===== src/rtl/router_pkg.sv =====
// Shared definitions for the mesh router input port.
// Contents: flit type codes, output port indices, VC state encoding and the
// XY route function used on head flits.
package router_pkg;

   // Flit type field, carried in the two MSBs of every flit
   localparam logic [1:0] FT_BODY   = 2'b00;
   localparam logic [1:0] FT_HEAD   = 2'b01;
   localparam logic [1:0] FT_TAIL   = 2'b10;
   localparam logic [1:0] FT_SINGLE = 2'b11;

   // Router output ports, fixed order
   localparam int unsigned N_PORTS = 5;
   localparam int unsigned P_LOCAL = 0;
   localparam int unsigned P_EAST  = 1;
   localparam int unsigned P_WEST  = 2;
   localparam int unsigned P_NORTH = 3;
   localparam int unsigned P_SOUTH = 4;

   // Coordinates are zero-extended to this width before comparison
   localparam int unsigned COORD_W = 16;

   // Per-VC packet state
   localparam logic [0:0] VC_IDLE   = 1'b0;
   localparam logic [0:0] VC_ACTIVE = 1'b1;

   // Dimension-ordered route: resolve X first, then Y, else deliver locally
   function automatic logic [N_PORTS-1:0] xy_route(
      input logic [COORD_W-1:0] dst_x,
      input logic [COORD_W-1:0] dst_y,
      input logic [COORD_W-1:0] my_x,
      input logic [COORD_W-1:0] my_y
   );
      logic [N_PORTS-1:0] r;
      r = '0;
      if (dst_x > my_x)      r[P_EAST]  = 1'b1;
      else if (dst_x < my_x) r[P_WEST]  = 1'b1;
      else if (dst_y > my_y) r[P_SOUTH] = 1'b1;
      else if (dst_y < my_y) r[P_NORTH] = 1'b1;
      else                   r[P_LOCAL] = 1'b1;
      return r;
   endfunction

endpackage


===== src/rtl/router_vc_fifo.sv =====
// Single-VC flit buffer.
// Ports: push/din write, pop reads the front (dout is the current front,
// valid while !empty), empty/full status. A push on a full FIFO is only
// accepted when a pop happens in the same cycle; otherwise it is dropped.
module router_vc_fifo #(
   parameter int unsigned DATA_W = 35,
   parameter int unsigned DEPTH  = 4
) (
   input  logic              clk,
   input  logic              rst,
   input  logic              push,
   input  logic              pop,
   input  logic [DATA_W-1:0] din,
   output logic [DATA_W-1:0] dout,
   output logic              empty,
   output logic              full
);

   localparam int unsigned PTR_W = $clog2(DEPTH);
   localparam int unsigned CNT_W = PTR_W + 1;

   logic [DATA_W-1:0] mem [DEPTH];
   logic [PTR_W-1:0]  wr_ptr;
   logic [PTR_W-1:0]  rd_ptr;
   logic [CNT_W-1:0]  count;
   logic              do_push;
   logic              do_pop;

   assign empty   = (count == '0);
   assign full    = (count == CNT_W'(DEPTH));
   assign do_pop  = pop && !empty;
   assign do_push = push && (!full || do_pop);
   assign dout    = mem[rd_ptr];

   // Storage needs no reset; empty gates its visibility
   always_ff @(posedge clk) begin
      if (do_push) mem[wr_ptr] <= din;
   end

   // Pointers wrap naturally since DEPTH is a power of two
   always_ff @(posedge clk) begin
      if (rst) begin
         wr_ptr <= '0;
         rd_ptr <= '0;
         count  <= '0;
      end else begin
         if (do_push) wr_ptr <= wr_ptr + PTR_W'(1);
         if (do_pop)  rd_ptr <= rd_ptr + PTR_W'(1);
         case ({do_push, do_pop})
            2'b10:   count <= count + CNT_W'(1);
            2'b01:   count <= count - CNT_W'(1);
            default: count <= count;
         endcase
      end
   end

endmodule


===== src/rtl/router_vc_input_unit.sv =====
// Router input port: per-VC flit buffers, XY route computation on head
// flits, per-VC packet lock and credit return upstream.
// Ports: idata/ivalid/ivch incoming flits; oack credit pulses; olck packet
// lock per VC; req/req_port/fdata switch requests; grant allocator pops;
// ovf_err/proto_err sticky error flags.
module router_vc_input_unit
   import router_pkg::*;
#(
   parameter int unsigned DATA_W    = 35,
   parameter int unsigned NUM_VC    = 2,
   parameter int unsigned DEPTH     = 4,
   parameter int unsigned XPOS_W    = 2,
   parameter int unsigned YPOS_W    = 2,
   parameter int unsigned NUM_PORTS = 5,
   localparam int unsigned VC_W     = (NUM_VC > 1) ? $clog2(NUM_VC) : 1
) (
   input  logic                          clk,
   input  logic                          rst,
   input  logic [XPOS_W-1:0]             my_xpos,
   input  logic [YPOS_W-1:0]             my_ypos,
   input  logic [DATA_W-1:0]             idata,
   input  logic                          ivalid,
   input  logic [VC_W-1:0]               ivch,
   output logic [NUM_VC-1:0]             oack,
   output logic [NUM_VC-1:0]             olck,
   output logic [NUM_VC-1:0]             req,
   output logic [NUM_VC*NUM_PORTS-1:0]   req_port,
   output logic [NUM_VC*DATA_W-1:0]      fdata,
   input  logic [NUM_VC-1:0]             grant,
   output logic                          ovf_err,
   output logic                          proto_err
);

   logic [NUM_VC-1:0] ovf_set;
   logic [NUM_VC-1:0] proto_set;

   for (genvar v = 0; v < NUM_VC; v++) begin : g_vc
      logic                 push;
      logic                 pop_c;
      logic                 auto_pop;
      logic                 req_c;
      logic                 empty;
      logic                 full;
      logic [DATA_W-1:0]    dout;
      logic [1:0]           ftype;
      logic                 is_head;
      logic [NUM_PORTS-1:0] route_c;
      logic [NUM_PORTS-1:0] port_c;
      logic [0:0]           state_q;
      logic [0:0]           state_d;
      logic [NUM_PORTS-1:0] route_q;
      logic [NUM_PORTS-1:0] route_d;

      assign push    = ivalid && (ivch == VC_W'(v));
      assign ftype   = dout[DATA_W-1 -: 2];
      assign is_head = (ftype == FT_HEAD) || (ftype == FT_SINGLE);
      assign route_c = NUM_PORTS'(xy_route(COORD_W'(dout[XPOS_W-1:0]),
                                           COORD_W'(dout[XPOS_W+YPOS_W-1:XPOS_W]),
                                           COORD_W'(my_xpos),
                                           COORD_W'(my_ypos)));

      router_vc_fifo #(
         .DATA_W (DATA_W),
         .DEPTH  (DEPTH)
      ) u_fifo (
         .clk   (clk),
         .rst   (rst),
         .push  (push),
         .pop   (pop_c),
         .din   (idata),
         .dout  (dout),
         .empty (empty),
         .full  (full)
      );

      // Packet FSM: IDLE routes head flits, ACTIVE forwards on the latched route
      always_comb begin
         state_d  = state_q;
         route_d  = route_q;
         req_c    = 1'b0;
         auto_pop = 1'b0;
         port_c   = '0;
         case (state_q)
            VC_IDLE: begin
               if (!empty) begin
                  if (is_head) begin
                     req_c  = 1'b1;
                     port_c = route_c;
                     if (grant[v] && (ftype == FT_HEAD)) begin
                        state_d = VC_ACTIVE;
                        route_d = route_c;
                     end
                  end else begin
                     // Orphan body/tail: discard it so the VC cannot wedge
                     auto_pop = 1'b1;
                  end
               end
            end
            VC_ACTIVE: begin
               req_c  = !empty;
               port_c = route_q;
               if (grant[v] && !empty && (ftype == FT_TAIL)) state_d = VC_IDLE;
            end
            default: state_d = VC_IDLE;
         endcase
      end

      assign pop_c = (grant[v] && req_c) || auto_pop;

      always_ff @(posedge clk) begin
         if (rst) begin
            state_q <= VC_IDLE;
            route_q <= '0;
         end else begin
            state_q <= state_d;
            route_q <= route_d;
         end
      end

      assign oack[v]      = pop_c;
      assign req[v]       = req_c;
      assign olck[v]      = (state_q == VC_ACTIVE);
      assign ovf_set[v]   = push && full && !pop_c;
      assign proto_set[v] = auto_pop;
      assign req_port[v*NUM_PORTS +: NUM_PORTS] = port_c;
      assign fdata[v*DATA_W +: DATA_W]          = empty ? '0 : dout;
   end

   // Sticky error flags
   always_ff @(posedge clk) begin
      if (rst) begin
         ovf_err   <= 1'b0;
         proto_err <= 1'b0;
      end else begin
         ovf_err   <= ovf_err || (|ovf_set);
         proto_err <= proto_err || (|proto_set);
      end
   end

endmodule


===== config.mk =====
export PLATFORM = sky130hd
export DESIGN_NAME = router_vc_input_unit
export DESIGN_NICKNAME = d
export VERILOG_FILES = /design/src/rtl/router_pkg.sv /design/src/rtl/router_vc_fifo.sv /design/src/rtl/router_vc_input_unit.sv
export SDC_FILE = /design/constraint.sdc
export NUM_CORES = 1
export LEC_CHECK = 0
export CAP_MARGIN = 20
export CORE_UTILIZATION = 25
export DETAILED_ROUTE_END_ITERATION = 12
export PLACE_DENSITY = 0.39
export RECOVER_POWER = 100
export SYNTH_ARGS = -nofsm -noshare
export SYNTH_HDL_FRONTEND = slang
export SYNTH_SLANG_ARGS = --single-unit
export TNS_END_PERCENT = 100

===== constraint.sdc =====
create_clock -name clk -period 8.44 [get_ports clk]
set_input_delay 1.688 -clock clk [delete_from_list [all_inputs] [get_ports clk]]
set_output_delay 1.688 -clock clk [all_outputs]
set_load 0.01 [all_outputs]

==> out/metrics.cfg <==
[grt]
grt_max_degree = 38
grt_pass1_wl_mm = 47.24
antenna_found_initial = 4
track_usage_pct = 12.76
grt.overflow.total = 0
grt_pass1_vias = 7063

[floorplan]
row_count = 82
core_um2 = 50070
die_h_um = 226.9
die_area_um2 = 51480
ios = 133
initial_utilization_pct = 25.25
dieWidth_um = 226.9

[place]
io_buffers = 132
place_area_um2 = 14720
gp_congestion = 0.7083
place_ws_ns = 3.023
hpwl_mm = 18.40
place_inst = 1479

[setup_path]
crit_path_start_kind = input port
arrival_ns = 4.30
ff2ff_setup_slack_ns = 3.34
r2r-end = g_vc[1].u_fifo.mem[0][21]
end_kind = output pin
crit_required_ns = 6.75
crit_path_max_fanout = 12
rr_worst_depth = 5
crit_path_start = grant[1]
criticalPathCategory = input port to output pin
endpoint = oack[1]

[power]
peakVddDrop_uv = 121.3
power.density_nw_per_um2 = 294.1
leakagePower_uw = 0.005298
fin_total_pwr_uw = 4681

[yosys]
syn-num-nets = 767
synth_top_area_share_pct = 66.50
synth.ff_latch_count = 312
synthArstFlopShare_pct = 0
synth_area_um2 = 12640
synth_edf_count = 280
synthTopCellsByArea = edfxtp_1 66%, mux4_2 12%, dfxtp_1 5.1%
synthTopCellsByCount = 280 x edfxtp_1, 72 x and2_1, 69 x mux4_2
yosys_warnings = 0
ys.flop_type = edfxtp_1
synth_most_common_cell = edfxtp_1
yosys.area.top_type = edfxtp_1
synth.yosys.seq_area_share_pct = 71.56
syn_inst = 703
synth.distinct_cells = 46
synth.avg_cell_area_um2 = 17.99

[layout]
area_growth_pct = 25.85
nets = 911
drive_gt1_share_pct = 15.90
final_cell_area_um2 = 15910
fin_cells = 1547

[clock_network]
clk_latency_ns = 0.54
cts_resized = 0
clock-sinks = 312
clk_pin_slew_ns = 0.06
cts_hold_buf = 0
numCtsBuffers = 38
cts_root_buffer = clkbuf_16
clockBufferDepth = 3
cts_max_level = 2
cts_tree = built
postCtsSetupRepairBufs = 0

[timing]
setup_violations = 0
finalHoldViolations = 0
fmax_mhz = 167.0
post-route-min-period_ns = 5.987
maxSlewHeadroom_pct = -95.52
finalSetupTns_ns = 0
worst_slack_ns = 2.453
worst-slew-pin-transition_ns = 2.933
rsz0062_at_grt = false
period_share_pct = 70.93
finalMaxSlewViolations = 265
fin_skew_ns = 0.01479

[route]
vias_per_cell = 4.252
postRouteAntennaNets = 0
post-route-drc-count = 0
drt-initial-drc-count = 277
vias = 6578
wl_per_cell_um = 20.68
wl_mm = 31.99
drt_pass1_iterations = 4

[outcome]
violations = max-capacitance violations, max-slew violations
status = complete, but fails checks

[hold_path]
hp-class = register to register

[run]
cap_violations = 11

==> where the power goes <==
part           switching, µW  internal, µW
logic                    581           566
clock network            621          1040
registers                121          1760
==> flip-flops by register name, indices dropped and copies added, names as in the netlist, named ones only <==
signal	count
ovf_err	1
g_vc.u_fifo.mem	280
g_vc.state_q	2
g_vc.route_q	10
proto_err	1
g_vc.u_fifo.wr_ptr	4
g_vc.u_fifo.count	6
g_vc.u_fifo.rd_ptr	4
==> metal layers <==
layer	GRT usage [%]	wire length, µm	up-vias
li1	-	-	3004
met4	4.185	620	4
met5	0	22	-
met2	20.70	15190	130
met3	2.605	1295	40
met1	16.97	14860	3400
==> how the worst min path moves through the flow <==
stage	from	to	cells past startpoint
after global routing	ovf_err	ovf_err	2
after global placement	g_vc[0].route_q[4]	g_vc[0].route_q[4]	2
final	ovf_err	ovf_err	2
after detailed placement	g_vc[1].route_q[4]	g_vc[1].route_q[4]	2
after floorplan	g_vc[0].route_q[4]	g_vc[0].route_q[4]	2
after CTS	g_vc[1].route_q[4]	g_vc[1].route_q[4]	2
==> placed cells by master, fill, tap and decap left out, types with 3 or more instances in the layout <==
cell type,synthesis,final
clkinv_1,0,4
xor2_1,4,4
a31oi_1,4,4
clkbuf_1,22,19
and2_2,0,4
o31ai_1,4,4
o22ai_1,3,3
nor3b_1,3,3
mux2i_1,13,13
mux4_2,69,69
inv_1,28,28
bufinv_16,0,5
and2_1,72,64
o211ai_1,3,3
ha_1,17,17
nor3_1,5,5
nand2_1,19,19
and2_0,0,4
buf_4,8,5
edfxtp_1,280,280
dlygate4sd3_1,0,125
o21ai_0,8,8
a21oi_1,13,13
nand2b_1,6,6
clkbuf_16,0,41
a21o_1,5,5
xnor2_1,6,6
clkinv_2,0,5
dfxtp_1,32,28
nand3_1,3,3
nor4b_1,1,3
nor2_1,36,36
clkdlybuf4s50_1,0,7
==> through the flow <==
| step | hold WS [ns] | util (%) |
|---|---|---|
| 5_1_grt | 0.4980 | 31.78 |
| 6_report | 0.4707 | 31.78 |
| 3_3_place_gp | 0.4603 | 29.39 |
| 3_5_place_dp | 0.4684 | 29.39 |
| 4_1_cts | 0.4784 | 31.92 |
| 2_1_floorplan | 0.4507 | - |
==> area by class of cell <==
type,instances,area [µm²]
Fill cell,4953,34160
Clock buffer,52,1067
Tap cell,672,840.8
Clock inverter,15,197.7
Antenna cell,1,2.502
Inverter,28,105.1
Timing Repair Buffer,145,1389
Multi-Input combinational cell,322,3252
Sequential cell,312,9059
==> critical path: stages <==
cell           delay (ns)
dlygate4sd3_1        0.59
a221oi_1             1.11
nor2_1               0.21
dlygate4sd3_1        0.69
==> logic make-up after synthesis <==
group | Yosys count | synth area share, %
XOR/XNOR | 10 | 0.6926
multiplexers | 82 | 13.32
flip-flops | 312 | 71.56
buffers and inverters | 69 | 2.494
AO/OA/AOI/OAI | 54 | 2.899
adder cells (fa/ha/maj) | 19 | 1.999
AND/OR/NAND/NOR | 157 | 7.035
Power figures use the tool's default switching activity.
==> RTL edit 1 (same settings) <==
Reset style: asynchronous (`rst`), changed in 3 clocked blocks.
--- a/src/rtl/router_vc_fifo.sv
+++ b/src/rtl/router_vc_fifo.sv
@@ -38,7 +38,7 @@
    end
 
    // Pointers wrap naturally since DEPTH is a power of two
-   always_ff @(posedge clk) begin
+   always_ff @(posedge clk or posedge rst) begin
       if (rst) begin
          wr_ptr <= '0;
          rd_ptr <= '0;
--- a/src/rtl/router_vc_input_unit.sv
+++ b/src/rtl/router_vc_input_unit.sv
@@ -107,7 +107,7 @@
 
       assign pop_c = (grant[v] && req_c) || auto_pop;
 
-      always_ff @(posedge clk) begin
+      always_ff @(posedge clk or posedge rst) begin
          if (rst) begin
             state_q <= VC_IDLE;
             route_q <= '0;
@@ -127,7 +127,7 @@
    end
 
    // Sticky error flags
-   always_ff @(posedge clk) begin
+   always_ff @(posedge clk or posedge rst) begin
       if (rst) begin
          ovf_err   <= 1'b0;
          proto_err <= 1'b0;
Check against the original RTL: differs if rst is asserted again (counterexample within 4 cycles, from zero or initial values and one cycle with rst high); with rst held inactive, the same outputs for 4 cycles.
==> RTL edit 1 against the original RTL <==
- the flow still finishes with violations (capacitance limit, slew limit)
- utilization increased by 0.098 points
- global-route usage shrank 0.32 points
- first-iteration DRC count is 32% higher
- routed wire length shrank 3.8%
- design area decreased by 1.3%
- sequential cell count shrank 4
- non-clock buffer count rose by 2
- area after synthesis shrank 0.82%
- power is 17% higher
- setup slack got worse by 0.51 ns
==> RTL edit 1: results (changes against the original RTL) <==
post-synthesis compound-gate area fraction=0.02185 (was 0.02899); number of max-capacitance violations reported=10 (was 11); largest net degree at the start of global routing=39 (was 38); number of cells after detailed placement=1437 (was 1479); hold_ws=0.4840 ns (was 0.4707 ns); HP Start=ovf_err$_DFF_PP0_ (was ovf_err$_SDFF_PP0_); slowest stage cell on the critical path=dfrtp_1 (was a221oi_1); GRT Total Usage=0.1244 (was 0.1276); run status=finished, violations left (unchanged); Post-synth top cells=280 x edfxtp_1, 73 x and2_1, 68 x mux4_2 (was 280 x edfxtp_1, 72 x and2_1, 69 x mux4_2); final worst clock skew=0.01345 ns (was 0.01479 ns); met3 track demand over resource in global routing=0.02459 (was 0.02605); met1 demand-to-capacity share in global routing=0.1654 (was 0.1697); Worst R2R Setup Slack=2.79 ns (was 3.34 ns); Reg2Reg Depth=6 (was 5); distinct cell type count after synthesis=45 (was 46); share of cells above drive strength 1=0.1609 (was 0.1590); hold depth=1 (was 2); final count of pins violating max slew=341 (was 265); HPWL after DPL=17790 um (was 18400 um); Worst-Margin Slew=2.825 ns (was 2.933 ns); share of the synthesized netlist area taken by xor and xnor gates=0.008381 (was 0.006927); async set-or-reset flop fraction in the synthesized netlist=0.09091 (was 0); met2 routed wirelength=14560 um (was 15190 um); power per standard cell area=350.0 nW/um^2 (was 294.1 nW/um^2); maximum single-stage delay on the critical path=1.47 ns (was 1.11 ns); Worst setup startpoint=g_vc[0].u_fifo.rd_ptr[0]$_DFFE_PP0P_ (was grant[1]); pre-CTS worst setup slack=2.711 ns (was 3.023 ns); grt met2 use=0.2021 (was 0.2070); violated checks=capacitance limit, slew limit (unchanged); number of antenna violations at the first check in global routing=3 (was 4); DRT iter0 DRCs=365 (was 277); maximum VDD drop=0.0001516 V (was 0.0001213 V); endpoint of the worst register-to-register path=g_vc[0].u_fifo.mem[2][11]$_DFFE_PP_ (was g_vc[1].u_fifo.mem[0][21]$_DFFE_PP_)
==> RTL edit 1: where the power goes <==
group          internal, mW  switching, mW  total (mW)
logic                 0.985           1.00        1.99
registers              1.90          0.124        2.02
clock network         0.878          0.608        1.49
total                  3.76           1.74        5.50
==> RTL edit 1: layout make-up <==
| class | count | area share |
|---|---|---|
| Clock buffer | 51 | 0.06773 |
| Multi-Input combinational cell | 287 | 0.1985 |
| Clock inverter | 15 | 0.004143 |
| Inverter | 31 | 0.007410 |
| Antenna cell | 1 | 0.0001594 |
| Tap cell | 664 | 0.05291 |
| Timing Repair Buffer | 147 | 0.08892 |
| Sequential cell | 308 | 0.5802 |
==> RTL edit 1: worst max-delay path by stage <==
stage	to	slack, ns	cells after the start
floorplan	req_port[0]	3.68	6
global placement	req_port[0]	2.68	8
detailed placement	req_port[0]	2.71	8
CTS	req_port[0]	2.37	7
global route	req_port[0]	1.49	7
finish	req_port[0]	1.94	7
==> RTL edit 2 (same flow settings) <==
Without the edit above. `NUM_VC`: 2 -> 4.
--- a/src/rtl/router_vc_input_unit.sv
+++ b/src/rtl/router_vc_input_unit.sv
@@ -7,7 +7,7 @@
    import router_pkg::*;
 #(
    parameter int unsigned DATA_W    = 35,
-   parameter int unsigned NUM_VC    = 2,
+   parameter int unsigned NUM_VC    = 4,
    parameter int unsigned DEPTH     = 4,
    parameter int unsigned XPOS_W    = 2,
    parameter int unsigned YPOS_W    = 2,
Ports: changed (7 resized); port bits go from 133 to 222. No check against the original RTL was run, so the function may have changed too.
==> RTL edit 2 against the original RTL <==
- the flow still finishes with violations (capacitance limit, slew limit)
- synthesized cell count is 96% higher
- design area up 96%
- first-iteration DRC count grew to 3.3 times the old value
- power is 96% higher
- global-route usage up 1.2 points
- routed wire length increased by 120%
- sequential share of layout area up 1.1 points
- sequential cell count grew 310
- utilization is 0.31 points lower
- setup slack worse by 0.76 ns
- area after synthesis grew 99%
- fmax down 11%
- cell count grew 93%
- highest routed layer unchanged
==> RTL edit 2: results (changes against the original RTL) <==
hold_ws=0.4711 ns (was 0.4707 ns); grt met2 use=0.2367 (was 0.2070); metal1 wirelength=31530 um (was 14860 um); Seq. cell area=18070 um^2 (was 9059 um^2); final count of pins violating max slew=591 (was 265); number of cells after detailed placement=2835 (was 1479); HP Start=g_vc[3].route_q[4]$_SDFFE_PP0P_ (was ovf_err$_SDFF_PP0_); slowest stage cell on the critical path=clkbuf_1 (was a221oi_1); count of nets after finishing=1716 (was 911); number of global-route vias before repair=14100 (was 7063); HPWL after DPL=42700 um (was 18400 um); most area-consuming cells after synthesis=edfxtp_1 67%, mux4_2 12%, dfxtp_1 4.9% (was edfxtp_1 66%, mux4_2 12%, dfxtp_1 5.1%); met1 demand-to-capacity share in global routing=0.1827 (was 0.1697); multi-input combinational gate total=628 (was 322); Post-synth top cells=560 x edfxtp_1, 142 x and2_1, 139 x mux4_2 (was 280 x edfxtp_1, 72 x and2_1, 69 x mux4_2); 1st-pass router iterations=5 (was 4); number of antenna violations at the first check in global routing=6 (was 4); maximum single-stage delay on the critical path=1.21 ns (was 1.11 ns); nonclk inv count=54 (was 28); Worst R2R Setup Slack=2.14 ns (was 3.34 ns); number of flip-flops and latches=622 (was 312); ant diodes=5 (was 1); fillcell total=9662 (was 4953); adder and majority gate portion of the synthesized area=0.02063 (was 0.01999); hold worst-path end=g_vc[3].route_q[4]$_SDFFE_PP0P_ (was ovf_err$_SDFF_PP0_); endpoint of the worst register-to-register path=g_vc[0].u_fifo.mem[1][21]$_DFFE_PP_ (was g_vc[1].u_fifo.mem[0][21]$_DFFE_PP_); H-Tree Depth=3 (was 2); non-clock buffer area fraction after layout=0.07497 (was 0.08728); violated checks=capacitance limit, slew limit (unchanged); Top Registers=g_vc.u_fifo.mem: 560 flops, g_vc.route_q: 20 flops, g_vc.u_fifo.count: 12 flops (was g_vc.u_fifo.mem: 280 flops, g_vc.route_q: 10 flops, g_vc.u_fifo.count: 6 flops); count of flip-flops with a built-in enable after synthesis=560 (was 280); multiplexer share of the synthesized area=0.1334 (was 0.1332); number of clock buffers in the layout=94 (was 52); GRT Total Usage=0.1396 (was 0.1276); run status=finished, violations left (unchanged); number of max-capacitance violations reported=25 (was 11); sequential fraction of the synthesis area=0.7190 (was 0.7156); met2 routed wirelength=35260 um (was 15190 um); count of buffers from port buffering=221 (was 132); multi-input gate share of the layout cell area=0.2054 (was 0.2044); distinct cell type count after synthesis=53 (was 46)
RTL edit 2: how the worst max path moves through the flow:
stage / startpoint / to / slack [ns]
6_report: flip-flop / req_port[0] / 1.69
5_1_grt: flip-flop / req_port[0] / 1.42
4_1_cts: my_xpos[0] / req_port[0] / 2.76
3_5_place_dp: my_xpos[0] / req_port[0] / 2.74
3_3_place_gp: my_xpos[0] / req_port[8] / 2.78
2_1_floorplan: my_xpos[1] / req_port[0] / 4.06
RTL edit 2: power groups by stage:
| stage | Clock, mW | Combinational (mW) | Sequential (mW) |
|---|---|---|---|
| floorplan | 0 | 1.31 | 3.54 |
| global placement | 0 | 2.48 | 3.71 |
| detailed placement | 0 | 2.48 | 3.71 |
| CTS | 3.38 | 2.49 | 3.65 |
| global route | 3.49 | 2.48 | 3.67 |
| finish | 3.27 | 2.27 | 3.63 |
